[src/rtl/pc_ctrl_unit.sv]
// pc_ctrl_unit: program-counter sequencer with conditional, PC-relative and
// register-indirect control transfers, stall/halt handling and an optional
// return-address stack.
// Optional feature: define PC_CTRL_RAS_EN to compile in the return-address
// stack; without it call/ret are ignored and ras_empty reads 0.
// The FSM state is observable on the halted output (RUN=0, HALT=1).
module pc_ctrl_unit #(
    parameter int PC_W      = 16,
    parameter int IMM_W     = 9,
    parameter int RAS_DEPTH = 4
) (
    input  logic             clk,
    input  logic             rst_n,
    input  logic             stall,
    input  logic             br_en,
    input  logic             br_reg,
    input  logic [2:0]       cond,
    input  logic [IMM_W-1:0] imm,
    input  logic [PC_W-1:0]  reg_tgt,
    input  logic [2:0]       flags,
    input  logic             call,
    input  logic             ret,
    input  logic             halt,
    output logic [PC_W-1:0]  pc,
    output logic [PC_W-1:0]  pc_plus2,
    output logic             taken_q,
    output logic             halted,
    output logic             ras_empty
);

    typedef enum logic {
        ST_RUN  = 1'b0,
        ST_HALT = 1'b1
    } state_e;

    state_e            state_q, state_d;
    logic [PC_W-1:0]   pc_q, pc_d;
    logic              taken_d;
    logic              cond_ok;
    logic              do_branch;
    logic [PC_W-1:0]   imm_ext;
    logic [PC_W-1:0]   rel_tgt;
    logic [PC_W-1:0]   reg_aligned;
    logic [PC_W-1:0]   br_tgt;
    logic              ras_sel;
    logic [PC_W-1:0]   ras_tgt;
    logic              unused_bits;

    assign pc          = pc_q;
    assign pc_plus2    = pc_q + PC_W'(2);
    assign halted      = (state_q == ST_HALT);
    assign imm_ext     = {{(PC_W-IMM_W){imm[IMM_W-1]}}, imm};
    assign rel_tgt     = pc_plus2 + (imm_ext << 1);
    assign reg_aligned = {reg_tgt[PC_W-1:1], 1'b0};

    // Condition code decode against {V,N,Z}.
    always_comb begin
        cond_ok = 1'b0;
        case (cond)
            3'b000:  cond_ok = ~flags[0];
            3'b001:  cond_ok = flags[0];
            3'b010:  cond_ok = ~flags[0] & ~flags[1];
            3'b011:  cond_ok = flags[1];
            3'b100:  cond_ok = flags[0] | ~flags[1];
            3'b101:  cond_ok = flags[0] | flags[1];
            3'b110:  cond_ok = flags[2];
            default: cond_ok = 1'b1;
        endcase
    end

    // A transfer happens only in RUN with no stall and no halt request.
    assign do_branch = (state_q == ST_RUN) & ~stall & ~halt & br_en & cond_ok;

`ifdef PC_CTRL_RAS_EN
    localparam int PTR_W = $clog2(RAS_DEPTH);
    localparam int CNT_W = PTR_W + 1;

    logic [PC_W-1:0]  ras_mem_q [RAS_DEPTH];
    logic [PC_W-1:0]  ras_mem_d [RAS_DEPTH];
    logic [PTR_W-1:0] ras_ptr_q, ras_ptr_d, ptr_pop;
    logic [CNT_W-1:0] ras_cnt_q, ras_cnt_d, cnt_pop;
    logic             pop_ok;

    assign pop_ok    = do_branch & ret & (ras_cnt_q != '0);
    assign ptr_pop   = pop_ok ? ras_ptr_q - PTR_W'(1) : ras_ptr_q;
    assign cnt_pop   = pop_ok ? ras_cnt_q - CNT_W'(1) : ras_cnt_q;
    assign ras_sel   = ret;
    assign ras_tgt   = pop_ok ? ras_mem_q[ptr_pop] : reg_aligned;
    assign ras_empty = (ras_cnt_q == '0);
    assign unused_bits = reg_tgt[0];

    // Stack update: a ret pops first, then a call pushes into the freed slot;
    // a push onto a full stack wraps and overwrites the oldest entry.
    always_comb begin
        ras_mem_d = ras_mem_q;
        ras_ptr_d = ras_ptr_q;
        ras_cnt_d = ras_cnt_q;
        if (do_branch & (call | ret)) begin
            ras_ptr_d = ptr_pop;
            ras_cnt_d = cnt_pop;
            if (call) begin
                ras_mem_d[ptr_pop] = pc_plus2;
                ras_ptr_d          = ptr_pop + PTR_W'(1);
                ras_cnt_d          = (cnt_pop == CNT_W'(RAS_DEPTH)) ? cnt_pop : cnt_pop + CNT_W'(1);
            end
        end
    end

    // Stack pointer and occupancy; reset empties the stack.
    always_ff @(posedge clk or negedge rst_n) begin
        if (!rst_n) begin
            ras_ptr_q <= '0;
            ras_cnt_q <= '0;
        end else begin
            ras_ptr_q <= ras_ptr_d;
            ras_cnt_q <= ras_cnt_d;
        end
    end

    // Stack storage; contents are meaningless while the count says empty.
    always_ff @(posedge clk) begin
        ras_mem_q <= ras_mem_d;
    end
`else
    assign ras_sel     = 1'b0;
    assign ras_tgt     = '0;
    assign ras_empty   = 1'b0;
    assign unused_bits = reg_tgt[0] ^ call ^ ret;
`endif

    // Target select: a stack return overrides both register and relative forms.
    always_comb begin
        if (ras_sel) begin
            br_tgt = ras_tgt;
        end else if (br_reg) begin
            br_tgt = reg_aligned;
        end else begin
            br_tgt = rel_tgt;
        end
    end

    // Next-state: stall freezes everything, halt beats any branch, HALT is sticky.
    always_comb begin
        state_d = state_q;
        pc_d    = pc_q;
        taken_d = taken_q;
        case (state_q)
            ST_RUN: begin
                if (!stall) begin
                    if (halt) begin
                        state_d = ST_HALT;
                        taken_d = 1'b0;
                    end else begin
                        taken_d = do_branch;
                        pc_d    = do_branch ? br_tgt : pc_plus2;
                    end
                end
            end
            default: begin
                taken_d = 1'b0;
            end
        endcase
    end

    // Registered FSM state, pc and taken flag.
    always_ff @(posedge clk or negedge rst_n) begin
        if (!rst_n) begin
            state_q <= ST_RUN;
            pc_q    <= '0;
            taken_q <= 1'b0;
        end else begin
            state_q <= state_d;
            pc_q    <= pc_d;
            taken_q <= taken_d;
        end
    end

endmodule

[config.mk]
export PLATFORM = sky130hd
export DESIGN_NAME = pc_ctrl_unit
export DESIGN_NICKNAME = d
export VERILOG_FILES = /design/src/rtl/pc_ctrl_unit.sv
export SDC_FILE = /design/constraint.sdc
export NUM_CORES = 1
export LEC_CHECK = 0
export BUFFER_PORTS_ARGS = -buffer_cell sky130_fd_sc_hd__buf_2
export CORE_ASPECT_RATIO = 0.6
export CORE_UTILIZATION = 45
export CTS_CLUSTER_SIZE = 16
export DETAILED_ROUTE_END_ITERATION = 12
export PLACE_DENSITY = 0.87
export SLEW_MARGIN = 20
export SYNTH_ARGS = -nofsm -noshare
export SYNTH_HDL_FRONTEND = slang
export SYNTH_SLANG_ARGS = --single-unit
[constraint.sdc]
create_clock -name clk -period 2.7 [get_ports clk]
set_clock_uncertainty 0.2 [all_clocks]
set_input_delay 0.27 -clock clk [delete_from_list [all_inputs] [get_ports clk]]
set_output_delay 0.27 -clock clk [all_outputs]
set_load 0.005 [all_outputs]
After elaboration in Yosys (flattened, before gate mapping)

Index checks and enable logic that the tools add are counted.

Register bits after elaboration: 18
Word-level logic and storage cells: 35

Add/sub/neg operators: 2
Equal/unequal tests: 7
Muxes and demuxes: 9
Bitwise logic cells: 12
Reductions and logical operators: 2

Operator list:

| cell                                                   | number |
|---|---|
| two-way mux 16 bit                                     | 2 |
| adder 16 bit                                           | 1 |
| adder 16 x 2 -> 16 bit (second input constant)         | 1 |
| equality test 3 bit (second input constant)            | 3 |
| case mux 1 bit (7 select lines)                        | 1 |
| equality test 3 x 2 -> 1 bit (second input constant)   | 2 |
| two-way mux 1 bit                                      | 6 |
| bitwise AND 1 bit                                      | 5 |
| inverter 1 bit                                         | 5 |
| equality test 3 x 1 -> 1 bit (second input constant)   | 1 |
| logical NOT 3 bit                                      | 1 |
| AND reduction 3 bit                                    | 1 |
| inequality test 2 x 1 -> 1 bit (second input constant) | 1 |
| OR 1 bit                                               | 2 |

Logic depth before layout (Yosys ltp)

Depth in word-level cells: 8
Mapped depth: 13
Depth with buffers taken out: 13

Worst setup path before layout

OpenSTA, ideal clock, no wires.

Path kind: register to register
Start point: register pc_q[3] (netlist: pc[3])
End point: register pc_q[15] (netlist: pc[15])
Library setup time: 82 ps
Data arrival time: 2765 ps
Required time: 2418 ps
Setup slack: -347 ps
Cell stages (with the launch flop): 13
Path buffers: 1
Cells stage by stage: dfrtp_1 clkbuf_2 nand4_1 nor3_2 xor2_1 ha_1 a21o_1 a211oi_1 nor2_1 a31oi_1 o21ai_0 a211o_1 a31oi_1

Cells in the longest elaborated chain, start to end: 4

RTL lines:

| item                   | RTL line | text |
|---|---|---|
| start, declared        | 37       | `logic [PC_W-1:0] pc_q, pc_d;` |
| start signal, assigned | 173      | `pc_q <= pc_d;` |
| adder 16 x 2 -> 16 bit | 50       | `assign pc_plus2 = pc_q + PC_W'(2);` |
| via pc_plus2[8]        | 25       | `output logic [PC_W-1:0] pc_plus2,` |
| adder 16 bit           | 53       | `assign rel_tgt = pc_plus2 + (imm_ext << 1);` |
| two-way mux 16 bit     | 135      | `end else if (br_reg) begin` |
| two-way mux 16 bit     | 155      | `pc_d = do_branch ? br_tgt : pc_plus2;` |

The timed path passes the listed nets, and every way through them passes these cells.
A chain may end at the register's enable or synchronous reset.

Final worst setup path

Start point: register pc_q[2] (netlist: pc[2])
End point: register pc_q[10] (netlist: pc[10])

Cells in the longest elaborated chain, start to end: 4

RTL lines:

| item                     | RTL line |
|---|---|
| adder 16 x 2 -> 16 bit * | 50 |
| adder 16 bit             | 53 |
| two-way mux 16 bit       | 135 |
| two-way mux 16 bit *     | 155 |

Mark *: on every way between the ends. The rest lies on a longest branch, timed or not.

==> results.py <==
metrics = {
    "finish": {
        "multi_input_area_mm2": 0.00203,
        "diodes": 0,
        "layout_common_cells": "68 x buf_4, 67 x buf_2, 21 x nor2_1",
        "layout_commonest_cell": "buf_4",
        "layout-drive-gt1-share": 0.551,
        "final_nets": 451,
        "regArea_um2": 428,
        "utilization": 0.839,
        "syn_to_final_growth_pct": 73.2,
        "fillers": 229,
        "fin_cells": 452,
        "final_area_mm2": 0.00357,
    },
    "worst_setup_path": {
        "r2r-start": "pc[2]$_DFFE_PN0P_",
        "path_max_fanout": 4,
        "path_buf_inv": 4,
        "slowest_delay_ns": 0.43,
        "cp-startpoint": "pc[2]$_DFFE_PN0P_",
        "crit_path_top_delay_cell": "dfrtp_2",
        "rr_endpoint": "pc[10]$_DFFE_PN0P_",
        "worstPathCellList": "nand4_1 -> buf_4 -> nor3_4 -> buf_6 -> xor2_4 -> ha_4 -> a21o_1 -> buf_4 -> buf_4 -> a41o_1 -> a21oi_2 -> xor2_1 -> o21ai_0 -> a21boi_1",
        "crit_top_cell": "buf_4",
        "end_kind": "flip-flop",
        "cp.depth": 14,
        "required_ns": 2.64,
        "reg2reg_slack_ns": -0.40,
        "crit_arrival_ns": 3.04,
        "critical-path-top-delay-family": "compound AO/OA/AOI/OAI gates",
        "worst_r2r_path_depth": 14,
        "cp-start-kind": "flip-flop",
        "cp-endpoint": "pc[10]$_DFFE_PN0P_",
        "critPathKind": "reg -> reg",
    },
    "detailed_routing": {
        "viasPerCell": 6.23,
        "drt_wl_total_um": 9490,
        "wire_per_inst_um": 21.0,
        "num_vias": 2814,
        "dr.pass1.iters": 5,
        "ant_nets": 0,
        "drc": 0,
        "drt_iter0_markers": 331,
    },
    "global_route": {
        "grt_pass1_wl_um": 12300,
        "gr-usage-all-layers": 0.352,
        "antenna_found_initial": 0,
        "top_usage_layer": "met2",
        "met2_usage": 0.602,
        "gr-usage-met1": 0.453,
        "grt_max_degree": 30,
        "grt_use_met3": 0.0498,
        "grt_pass1_vias": 2448,
        "overflow": 0,
    },
    "power": {
        "vdd_drop_max_mv": 0.563,
        "power.density_mw_per_mm2": 526,
        "p_leak_nw": 1.66,
    },
    "logic_synthesis": {
        "synthArstFlopShare": 1.00,
        "syn_inst": 255,
        "yosysUniqueCellTypes": 60,
        "syn_area_mm2": 0.00206,
        "ys_ff_latch": 17,
        "synth_edf_count": 0,
        "ys_seq_area_frac": 0.206,
        "ys_warn_count": 0,
        "synth_ff_type": "dfrtp_1",
        "syn_avg_cell_area_um2": 8.08,
    },
    "floorplan": {
        "core_mm2": 0.00426,
        "start_util": 0.484,
        "io_pins": 74,
        "die_w_um": 89.4,
        "die_area_mm2": 0.00486,
        "num_rows": 18,
        "die_y_um": 54.4,
    },
    "sta": {
        "maxSlewHeadroom": 0.454,
        "worstMarginPinSlew_ns": 0.820,
        "hold_viol_final": 0,
        "finalSetupViolCount": 14,
        "period_minus_slack_ns": 3.10,
        "rsz0062_at_grt": "yes",
        "slew_viol_final": 0,
        "fmax_ghz": 0.323,
        "setup_slack_ns": -0.401,
        "period_share": 1.15,
    },
    "clocking": {
        "cts_made_buffers": 3,
        "cts.htree.levels": 1,
        "cts_tree": "done",
        "numClockSinks": 17,
        "clockBufferDepth": 2,
        "cts_root_buf": "clkbuf_8",
        "clk_pin_slew_ns": 0.08,
        "insertion_delay_ns": 0.27,
    },
    "place": {
        "dpl_cell_area_mm2": 0.00288,
        "dpl.cell_count": 428,
        "hpwl_um": 5490,
        "port-buffer-count": 67,
        "place_congestion": 0.961,
    },
    "worst_hold_path": {
        "hp-class": "in -> reg",
    },
    "status": {
        "violations": "setup timing",
        "outcome": "finished, violations left",
    },
    "flow_run": {
        "cap_viol_max_count": 0,
    },
}
## worst reg2reg max path: stages, from the launching register on
cell,delay [ns]
dfrtp_2,0.43
nand4_1,0.17
buf_4,0.18
nor3_4,0.17
buf_6,0.16
xor2_4,0.19
ha_4,0.23
a21o_1,0.19
buf_4,0.14
buf_4,0.13
a41o_1,0.21
a21oi_2,0.15
xor2_1,0.16
o21ai_0,0.11
a21boi_1,0.17
## cells by family after synthesis
logic type | Yosys count | synth area share
DFF | 17 | 0.206
other | 1 | 0.00182
muxes | 2 | 0.0103
AOI/OAI and AO/OA | 82 | 0.276
adders and majority gates | 19 | 0.119
xor gates and xnor gates | 24 | 0.110
buffers and inverters | 22 | 0.0534
and+or+nand+nor | 88 | 0.223
## stage by stage
step	hold WS (ns)	worst slack, ns	power, mW	TNS, ns
6_report	0.0364	-0.401	1.88	-3.40
5_1_grt	0.0474	-0.478	1.96	-4.49
4_1_cts	0.0463	-0.199	1.59	-1.04
3_5_place_dp	0.0164	-0.354	1.23	-2.34
3_3_place_gp	0.0132	-0.258	1.19	-1.32
2_1_floorplan	-0.226	-0.186	0.804	-0.473
## report_power, final
part	leakage [nW]	total, mW	switching, mW	internal (mW)
Sequential	0.196	0.361	0.0727	0.288
Combinational	1.44	1.31	0.636	0.675
Clock	0.0255	0.205	0.102	0.103
Total	1.66	1.88	0.810	1.07
## routing by layer
metal	vias to the layer above	wire length (µm)
li1	1211	-
met1	1313	3790
met2	237	4220
met3	53	989
met4	0	490
met5	-	0
## repair_timing
item / 4_1_cts / 5_1_grt
buffers inserted: 10 / 13
resized for setup: 50 / 38
endpoints found under the hold margin: 17 / 0
hold buffers: 1 / 0
pin swaps: 25 / 31
setup endpoints to repair: 10 / 14
## state kept, by name, summed over array words and instances, names as in the netlist
| register | flops |
|---|---|
| taken_q | 1 |
| halted | 1 |
| pc | 15 |
## cells in the mapped netlist (all sizes together) (2+ instances only)
cell	n	area [µm²]
nand2b	5	31.3
nor2	22	82.6
a211oi	6	57.6
nor4	3	33.8
xnor2	14	123
and3	3	18.8
clkbuf	5	20.0
nor2b	2	12.5
buf	9	60.1
dfrtp	17	425
xor2	9	78.8
a21o	6	45.0
o21ai	21	109
a31oi	8	50.1
ha	18	225
a211o	2	17.5
o22ai	2	12.5
or3	3	18.8
nand4	3	25.0
nand3	13	65.1
nor3	6	35.0
inv	8	30.0
nand2	23	96.4
or2	2	15.0
o31ai	2	15.0
a21oi	17	85.1
o211ai	4	35.0
## final cells by class
class,instances,area share
Multi-Input combinational cell,218,0.569
Sequential cell,17,0.120
Timing Repair Buffer,145,0.268
Clock buffer,3,0.0116
Inverter,8,0.00911
Tap cell,60,0.0210
Clock inverter,1,0.00140
## worst min path at each step
stage,start,end,slack [ns],cells past startpoint
floorplan,rst_n,halted$_DFF_PN0_,-0.23,0
CTS,halt,halted$_DFF_PN0_,0.05,2
detailed placement,rst_n,halted$_DFF_PN0_,0.02,1
finish,halt,halted$_DFF_PN0_,0.04,2
global route,halt,halted$_DFF_PN0_,0.05,2
global placement,rst_n,pc[3]$_DFFE_PN0P_,0.01,1
No activity file was read; power rests on OpenSTA's default activity.
